## config.mk

```make
export PLATFORM = sky130hd
export DESIGN_NAME = glb_banked
export DESIGN_NICKNAME = d
export VERILOG_FILES = /design/src/rtl/glb_banked_pkg.sv /design/src/rtl/glb_banked_bank.sv /design/src/rtl/glb_banked.sv
export SDC_FILE = /design/constraint.sdc
export NUM_CORES = 1
export LEC_CHECK = 0
export CAP_MARGIN = 5
export CORE_UTILIZATION = 62
export CTS_BUF_LIST = sky130_fd_sc_hd__clkbuf_8 sky130_fd_sc_hd__clkbuf_16
export DETAILED_ROUTE_END_ITERATION = 10
export HOLD_SLACK_MARGIN = 0.08
export PLACE_DENSITY = 0.79
export SYNTH_ARGS = -nofsm -noshare
export SYNTH_HDL_FRONTEND = slang
export SYNTH_SLANG_ARGS = --single-unit
```

## constraint.sdc

```tcl
create_clock -name w_clock -period 7.7 [get_ports w_clock]
set_input_delay 0.77 -clock w_clock [delete_from_list [all_inputs] [get_ports w_clock]]
set_output_delay 0.77 -clock w_clock [all_outputs]
set_load 0.01 [all_outputs]
```

## src/rtl/glb_banked_pkg.sv

```systemverilog
`default_nettype none
// ============================================================================
// Module   : glb_banked_pkg
// Purpose  : Shared sizing defaults and request opcode encodings for the
//            banked global buffer.
// Revision : 1.0 - initial release
// ============================================================================
package glb_banked_pkg;

  // Default geometry of the weight global buffer.
  localparam int c_wgt_glb_num_rows  = 64;
  localparam int c_wgt_glb_num_bits  = 8;
  localparam int c_wgt_glb_num_banks = 4;

  // Request opcodes carried on w_req_op.
  typedef enum logic [1:0] {
    OP_READ  = 2'b00,
    OP_WRITE = 2'b01,
    OP_ACC   = 2'b10,
    OP_NOP   = 2'b11
  } glb_op_e;

endpackage
`default_nettype wire

```

## src/rtl/glb_banked_bank.sv

```systemverilog
`default_nettype none
// ============================================================================
// Module   : glb_bank
// Purpose  : One bank of the global buffer: single-address row store with
//            combinational read of the addressed row and synchronous write.
// Revision : 1.0 - initial release
// ============================================================================
module glb_bank #(
  parameter int ROWS   = 16,
  parameter int BITS   = 8,
  parameter int ADDR_W = 4
) (
  input  logic              clk,
  input  logic              i_we,
  input  logic [ADDR_W-1:0] i_addr,
  input  logic [BITS-1:0]   i_wdata,
  output logic [BITS-1:0]   o_rdata
);

  logic [BITS-1:0] r_mem [ROWS];

  // Commit the addressed row on the rising edge when written.
  always_ff @(posedge clk) begin
    if (i_we) begin
      r_mem[i_addr] <= i_wdata;
    end
  end

  // Pre-update row value, so reads and read-modify-writes see the old data.
  assign o_rdata = r_mem[i_addr];

endmodule
`default_nettype wire

```

## src/rtl/glb_banked.sv

```systemverilog
`default_nettype none
// ============================================================================
// Module   : glb_banked
// Purpose  : Banked weight global buffer with read / write / accumulate
//            requests, a parallel zeroing sweep and a sticky overflow flag.
// Revision : 1.0 - initial release
// ============================================================================
module glb_banked
  import glb_banked_pkg::*;
#(
  parameter int WGT_GLB_NUM_ROWS   = c_wgt_glb_num_rows,
  parameter int WGT_GLB_NUM_BITS   = c_wgt_glb_num_bits,
  parameter int WGT_GLB_NUM_BANKS  = c_wgt_glb_num_banks,
  parameter int WGT_GLB_ADDR_WIDTH = $clog2(WGT_GLB_NUM_ROWS)
) (
  input  logic                          w_clock,
  input  logic                          w_reset_n,
  input  logic                          w_req_valid,
  output logic                          w_req_ready,
  input  logic [1:0]                    w_req_op,
  input  logic [WGT_GLB_ADDR_WIDTH-1:0] w_req_address,
  input  logic [WGT_GLB_NUM_BITS-1:0]   w_req_data,
  output logic                          w_rsp_valid,
  output logic [WGT_GLB_NUM_BITS-1:0]   w_rsp_data,
  input  logic                          w_clear,
  output logic                          w_busy,
  output logic                          w_overflow
);

  localparam int ROWS_PER_BANK = WGT_GLB_NUM_ROWS / WGT_GLB_NUM_BANKS;
  localparam int BANK_W        = $clog2(WGT_GLB_NUM_BANKS);
  localparam int ROW_W         = WGT_GLB_ADDR_WIDTH - BANK_W;
  localparam int BITS          = WGT_GLB_NUM_BITS;

  typedef enum logic [0:0] {
    ST_IDLE  = 1'b0,
    ST_CLEAR = 1'b1
  } state_e;

  state_e            r_state;
  state_e            w_state_nxt;
  logic [ROW_W-1:0]  r_sweep;
  logic              r_rsp_valid;
  logic [BITS-1:0]   r_rsp_data;
  logic              r_overflow;

  logic [BANK_W-1:0] w_bank_idx;
  logic [ROW_W-1:0]  w_row_idx;
  logic              w_accept;
  logic              w_clearing;
  logic              w_sweep_last;
  logic              w_is_read;
  logic              w_is_write;
  logic              w_is_acc;
  logic [BITS-1:0]   w_row_data;
  logic [BITS-1:0]   w_sum;
  logic              w_carry;
  logic [ROW_W-1:0]  w_bank_addr;
  logic [BITS-1:0]   w_bank_wdata;
  logic [BITS-1:0]   w_bank_rdata [WGT_GLB_NUM_BANKS];

  // Low address bits pick the bank, the rest pick the row inside it.
  assign w_bank_idx   = w_req_address[BANK_W-1:0];
  assign w_row_idx    = w_req_address[WGT_GLB_ADDR_WIDTH-1:BANK_W];

  // A pending clear blocks acceptance so the clear wins the cycle.
  assign w_req_ready  = (r_state == ST_IDLE) && !w_clear;
  assign w_accept     = w_req_valid && w_req_ready;
  assign w_clearing   = (r_state == ST_CLEAR);
  assign w_sweep_last = (r_sweep == ROW_W'(ROWS_PER_BANK - 1));

  assign w_is_read    = (w_req_op == OP_READ);
  assign w_is_write   = (w_req_op == OP_WRITE);
  assign w_is_acc     = (w_req_op == OP_ACC);

  assign w_row_data   = w_bank_rdata[w_bank_idx];
  assign {w_carry, w_sum} = {1'b0, w_row_data} + {1'b0, w_req_data};

  // The sweep drives the same row index into every bank at once.
  assign w_bank_addr  = w_clearing ? r_sweep : w_row_idx;
  assign w_bank_wdata = w_clearing ? '0 : (w_is_acc ? w_sum : w_req_data);

  generate
    for (genvar g = 0; g < WGT_GLB_NUM_BANKS; g++) begin : g_bank
      logic w_we;
      assign w_we = w_clearing ||
                    (w_accept && (w_is_write || w_is_acc) &&
                     (w_bank_idx == BANK_W'(g)));

      glb_bank #(
        .ROWS   (ROWS_PER_BANK),
        .BITS   (BITS),
        .ADDR_W (ROW_W)
      ) u_bank (
        .clk     (w_clock),
        .i_we    (w_we),
        .i_addr  (w_bank_addr),
        .i_wdata (w_bank_wdata),
        .o_rdata (w_bank_rdata[g])
      );
    end
  endgenerate

  // Next-state: idle until a clear request, clear until the last sweep row.
  always_comb begin
    w_state_nxt = r_state;
    case (r_state)
      ST_IDLE:  if (w_clear)      w_state_nxt = ST_CLEAR;
      ST_CLEAR: if (w_sweep_last) w_state_nxt = ST_IDLE;
      default:                    w_state_nxt = ST_IDLE;
    endcase
  end

  // State register; reset lands in CLEAR so the memory is zeroed first.
  always_ff @(posedge w_clock or negedge w_reset_n) begin
    if (!w_reset_n) r_state <= ST_CLEAR;
    else            r_state <= w_state_nxt;
  end

  // Sweep row counter: parked at 0 while idle, counts up during a sweep.
  always_ff @(posedge w_clock or negedge w_reset_n) begin
    if (!w_reset_n)      r_sweep <= '0;
    else if (w_clearing) r_sweep <= r_sweep + 1'b1;
    else                 r_sweep <= '0;
  end

  // Read response: one-cycle valid pulse, data held between reads.
  always_ff @(posedge w_clock or negedge w_reset_n) begin
    if (!w_reset_n) begin
      r_rsp_valid <= 1'b0;
      r_rsp_data  <= '0;
    end else begin
      r_rsp_valid <= w_accept && w_is_read;
      if (w_accept && w_is_read) r_rsp_data <= w_row_data;
    end
  end

  // Sticky accumulate carry flag, cleared when a sweep starts.
  always_ff @(posedge w_clock or negedge w_reset_n) begin
    if (!w_reset_n)                         r_overflow <= 1'b0;
    else if ((r_state == ST_IDLE) && w_clear) r_overflow <= 1'b0;
    else if (w_accept && w_is_acc && w_carry) r_overflow <= 1'b1;
  end

  assign w_rsp_valid = r_rsp_valid;
  assign w_rsp_data  = r_rsp_data;
  assign w_busy      = w_clearing;
  assign w_overflow  = r_overflow;

endmodule
`default_nettype wire
```

==> results.py <==
metrics = {
    "cts": {
        "clk_pin_slew_ps": 60,
        "clock_path_buffers": 3,
        "cts_resized": 0,
        "cts_num_sinks": 527,
        "ctsHoldBuffers": 0,
        "htree_num_levels": 2,
        "clk_latency_ps": 560,
        "root_buffer": "clkbuf_16",
        "cts_buffers": 48,
        "cts_tree": "built",
        "cts_setup_buffers": 0,
    },
    "floorplanning": {
        "die_w_um": 181,
        "die-area_um2": 32900,
        "rows": 65,
        "pin_count": 32,
        "start_util_pct": 63.2,
        "core_area_um2": 31600,
        "die_h_um": 181,
    },
    "sta": {
        "hold_viol_final": 0,
        "setup_viol": 0,
        "fmax_mhz": 149,
        "tightest_slew_ps": 1400,
        "min_period_ps": 6690,
        "skew_ps": 19.8,
        "fin_ws_ps": 1010,
        "period_share_pct": 86.9,
        "slew_viol_final": 0,
        "maxSlewHeadroom_pct": 6.23,
        "rsz0062_at_grt": "false",
        "tns_ps": 0,
    },
    "worst_setup_path": {
        "endpoint_kind": "flop",
        "crit_top_cell": "nor2b_1",
        "worstPathRequired_ps": 8090,
        "r2r-end": "g_bank[2].u_bank.r_mem[4][6]",
        "critical-path-slowest-cell": "dfstp_2",
        "reg2reg_slack_ps": 1010,
        "arrival_ps": 7080,
        "critPathTopFamily": "compound AO/OA/AOI/OAI gates",
        "r2r_cells": 18,
        "cp_num_buf_inv": 3,
        "cp_cell_sequence": "nor2b_1 > a22oi_4 > buf_12 > o22ai_1 > o21ai_1 > a41oi_1 > nor4_2 > ha_1 > inv_1 > fa_1 > nor2b_1 > o21ai_0 > a21boi_0 > o21a_1 > nor3_1 > nand3b_1 > a21oi_4 > buf_4",
        "cpPeakStageDelay_ps": 1130,
        "crit_type": "reg -> reg",
        "r2r_start": "w_busy",
        "startpoint_type": "flop",
        "crit_path_max_fanout": 62,
    },
    "worst_hold_path": {
        "min_from": "w_rsp_data[1]",
        "min_to": "w_rsp_data[1]",
        "min_path_cells": 2,
        "hold_path_class": "reg -> reg",
    },
    "synth": {
        "async_reset_ff_share_pct": 2.85,
        "yosysWarnings": 0,
        "synth_seq_cells": 527,
        "ys.flop_type": "edfxtp_1",
        "synth.distinct_cells": 49,
        "synth_cells": 1221,
        "avgSynthCellArea_um2": 16.3,
        "synth_nets": 1253,
        "seq_area_frac_synth_pct": 79.0,
        "syn_area_um2": 19900,
        "synth_edf_count": 512,
    },
    "cells_and_area": {
        "stdcell_area_um2": 22900,
        "area_growth_pct": 14.7,
        "drive_above_1_share_pct": 15.2,
        "fillers": 1802,
        "fin_cells": 1726,
        "diodes": 0,
        "fin_util_pct": 72.5,
        "final_common_cell": "edfxtp_1",
        "final_cell_mix": "edfxtp_1 (512), o22ai_1 (256), o21ai_0 (119), buf_4 (66), clkbuf_16 (49)",
        "fin_nets": 1318,
    },
    "global_routing": {
        "grt_pass1_wl_um": 74600,
        "grt_max_degree": 81,
        "grt_pass1_vias": 12200,
        "grtUsageTotal_pct": 31.0,
        "antenna_found_initial": 1,
        "grt-ovfl-total": 0,
    },
    "detailed_routing": {
        "vias": 12500,
        "drc": 0,
        "vias_per_cell": 7.22,
        "routedWlPerCell_um": 29.2,
        "antenna_left": 0,
        "wl_um": 50500,
        "drt-initial-drc-count": 1971,
        "drtPass1Iterations": 6,
    },
    "placed_design": {
        "place_ws_ps": 1160,
        "placed_area_um2": 21200,
        "place_congestion": 0.880,
        "io_buffers": 31,
        "dp.cells": 1637,
        "dpl.hpwl_um": 28800,
    },
    "pwr": {
        "p_leak_nw": 7.31,
        "ir_drop_mv": 0.274,
        "p_per_area_nw_per_um2": 443,
    },
    "run_status": {
        "status": "finished, final reports clean",
    },
    "flow_run": {
        "max_cap_violations": 0,
    },
}
-- flip-flops by register name, indices dropped and copies added, names as in the netlist --
register and flops:
w_busy 1, w_rsp_valid 1, w_rsp_data 8, r_sweep 4, w_overflow 1, g_bank.u_bank.r_mem 512
-- layer usage --
metal	part of all wire, %	up-vias	track usage [%]	wire length, um
met3	13	142	7.14	6340
met4	3.8	0	13.4	1920
met2	48	976	49.0	24000
met1	36	6128	41.7	18200
met5	0	-	0	0
li1	-	5208	-	-
-- final cells by class --
cell class	instances	area, um^2	area share [%]
Sequential cell	527	15800	68.9
Multi-Input combinational cell	592	3990	17.5
Clock buffer	49	1230	5.36
Timing Repair Buffer	102	906	3.96
Tap cell	402	503	2.20
Clock inverter	39	435	1.90
Inverter	15	56.3	0.246
-- power by group --
group / switching [W] / internal [W]
clock network: 0.00100 / 0.00149
logic: 0.00240 / 0.00104
registers: 0.000208 / 0.00398
-- Yosys cell counts (5+ instances only) --
cell	count	area (um^2)
ha_1	11	138
edfxtp_1	512	15400
nor2b_1	7	43.8
nor3_1	65	325
nand2_1	7	26.3
inv_1	13	48.8
dfrtp_1	14	350
a21oi_1	8	40.0
clkbuf_1	48	180
a41oi_1	29	254
o22ai_1	257	1610
nor4_2	7	87.6
mux2i_1	5	50.1
mux2_2	7	78.8
o21ai_0	119	596
buf_2	29	145
o21ai_1	14	70.1
buf_1	7	26.3
nor2_1	17	63.8
-- worst max-delay path by stage --
stage / startpoint / endpoint / slack [ps] / cells after the start
4_1_cts: w_busy / g_bank[2].u_bank.r_mem[4][6] / 1160 / 18
3_5_place_dp: w_req_address[2] / g_bank[0].u_bank.r_mem[11][5] / 1160 / 18
3_3_place_gp: w_req_address[2] / g_bank[0].u_bank.r_mem[12][5] / 1240 / 18
5_1_grt: w_busy / g_bank[2].u_bank.r_mem[5][6] / 680 / 18
6_report: w_busy / g_bank[2].u_bank.r_mem[4][6] / 1010 / 18
2_1_floorplan: w_req_address[3] / g_bank[0].u_bank.r_mem[0][1] / 1270 / 12
-- stage by stage --
stage                     power, W  hold slack [ps]
final                       0.0101              480
after global routing        0.0104              531
after CTS                   0.0100              487
after detailed placement   0.00753              474
after global placement     0.00742              467
after floorplan            0.00617              474
-- worst register-to-register path: stages (launching register included) --
cell,delay (ps)
dfstp_2,1130
nor2b_1,260
a22oi_4,830
buf_12,380
o22ai_1,180
o21ai_1,290
a41oi_1,310
nor4_2,450
ha_1,240
inv_1,60
fa_1,420
nor2b_1,130
o21ai_0,100
a21boi_0,240
o21a_1,150
nor3_1,40
nand3b_1,200
a21oi_4,740
buf_4,350
-- kinds of logic (layout without fill, tap and decap cells) --
logic type	count (synthesis)	after routing	share of synthesized area [%]
fa+ha+maj	12	12	0.791
xor+xnor	5	5	0.220
compound gates	450	450	14.1
mux	12	12	0.647
flops	527	527	79.0
buf+inv	102	205	2.16
simple gates	113	113	3.06
Power figures use the tool's default switching activity.
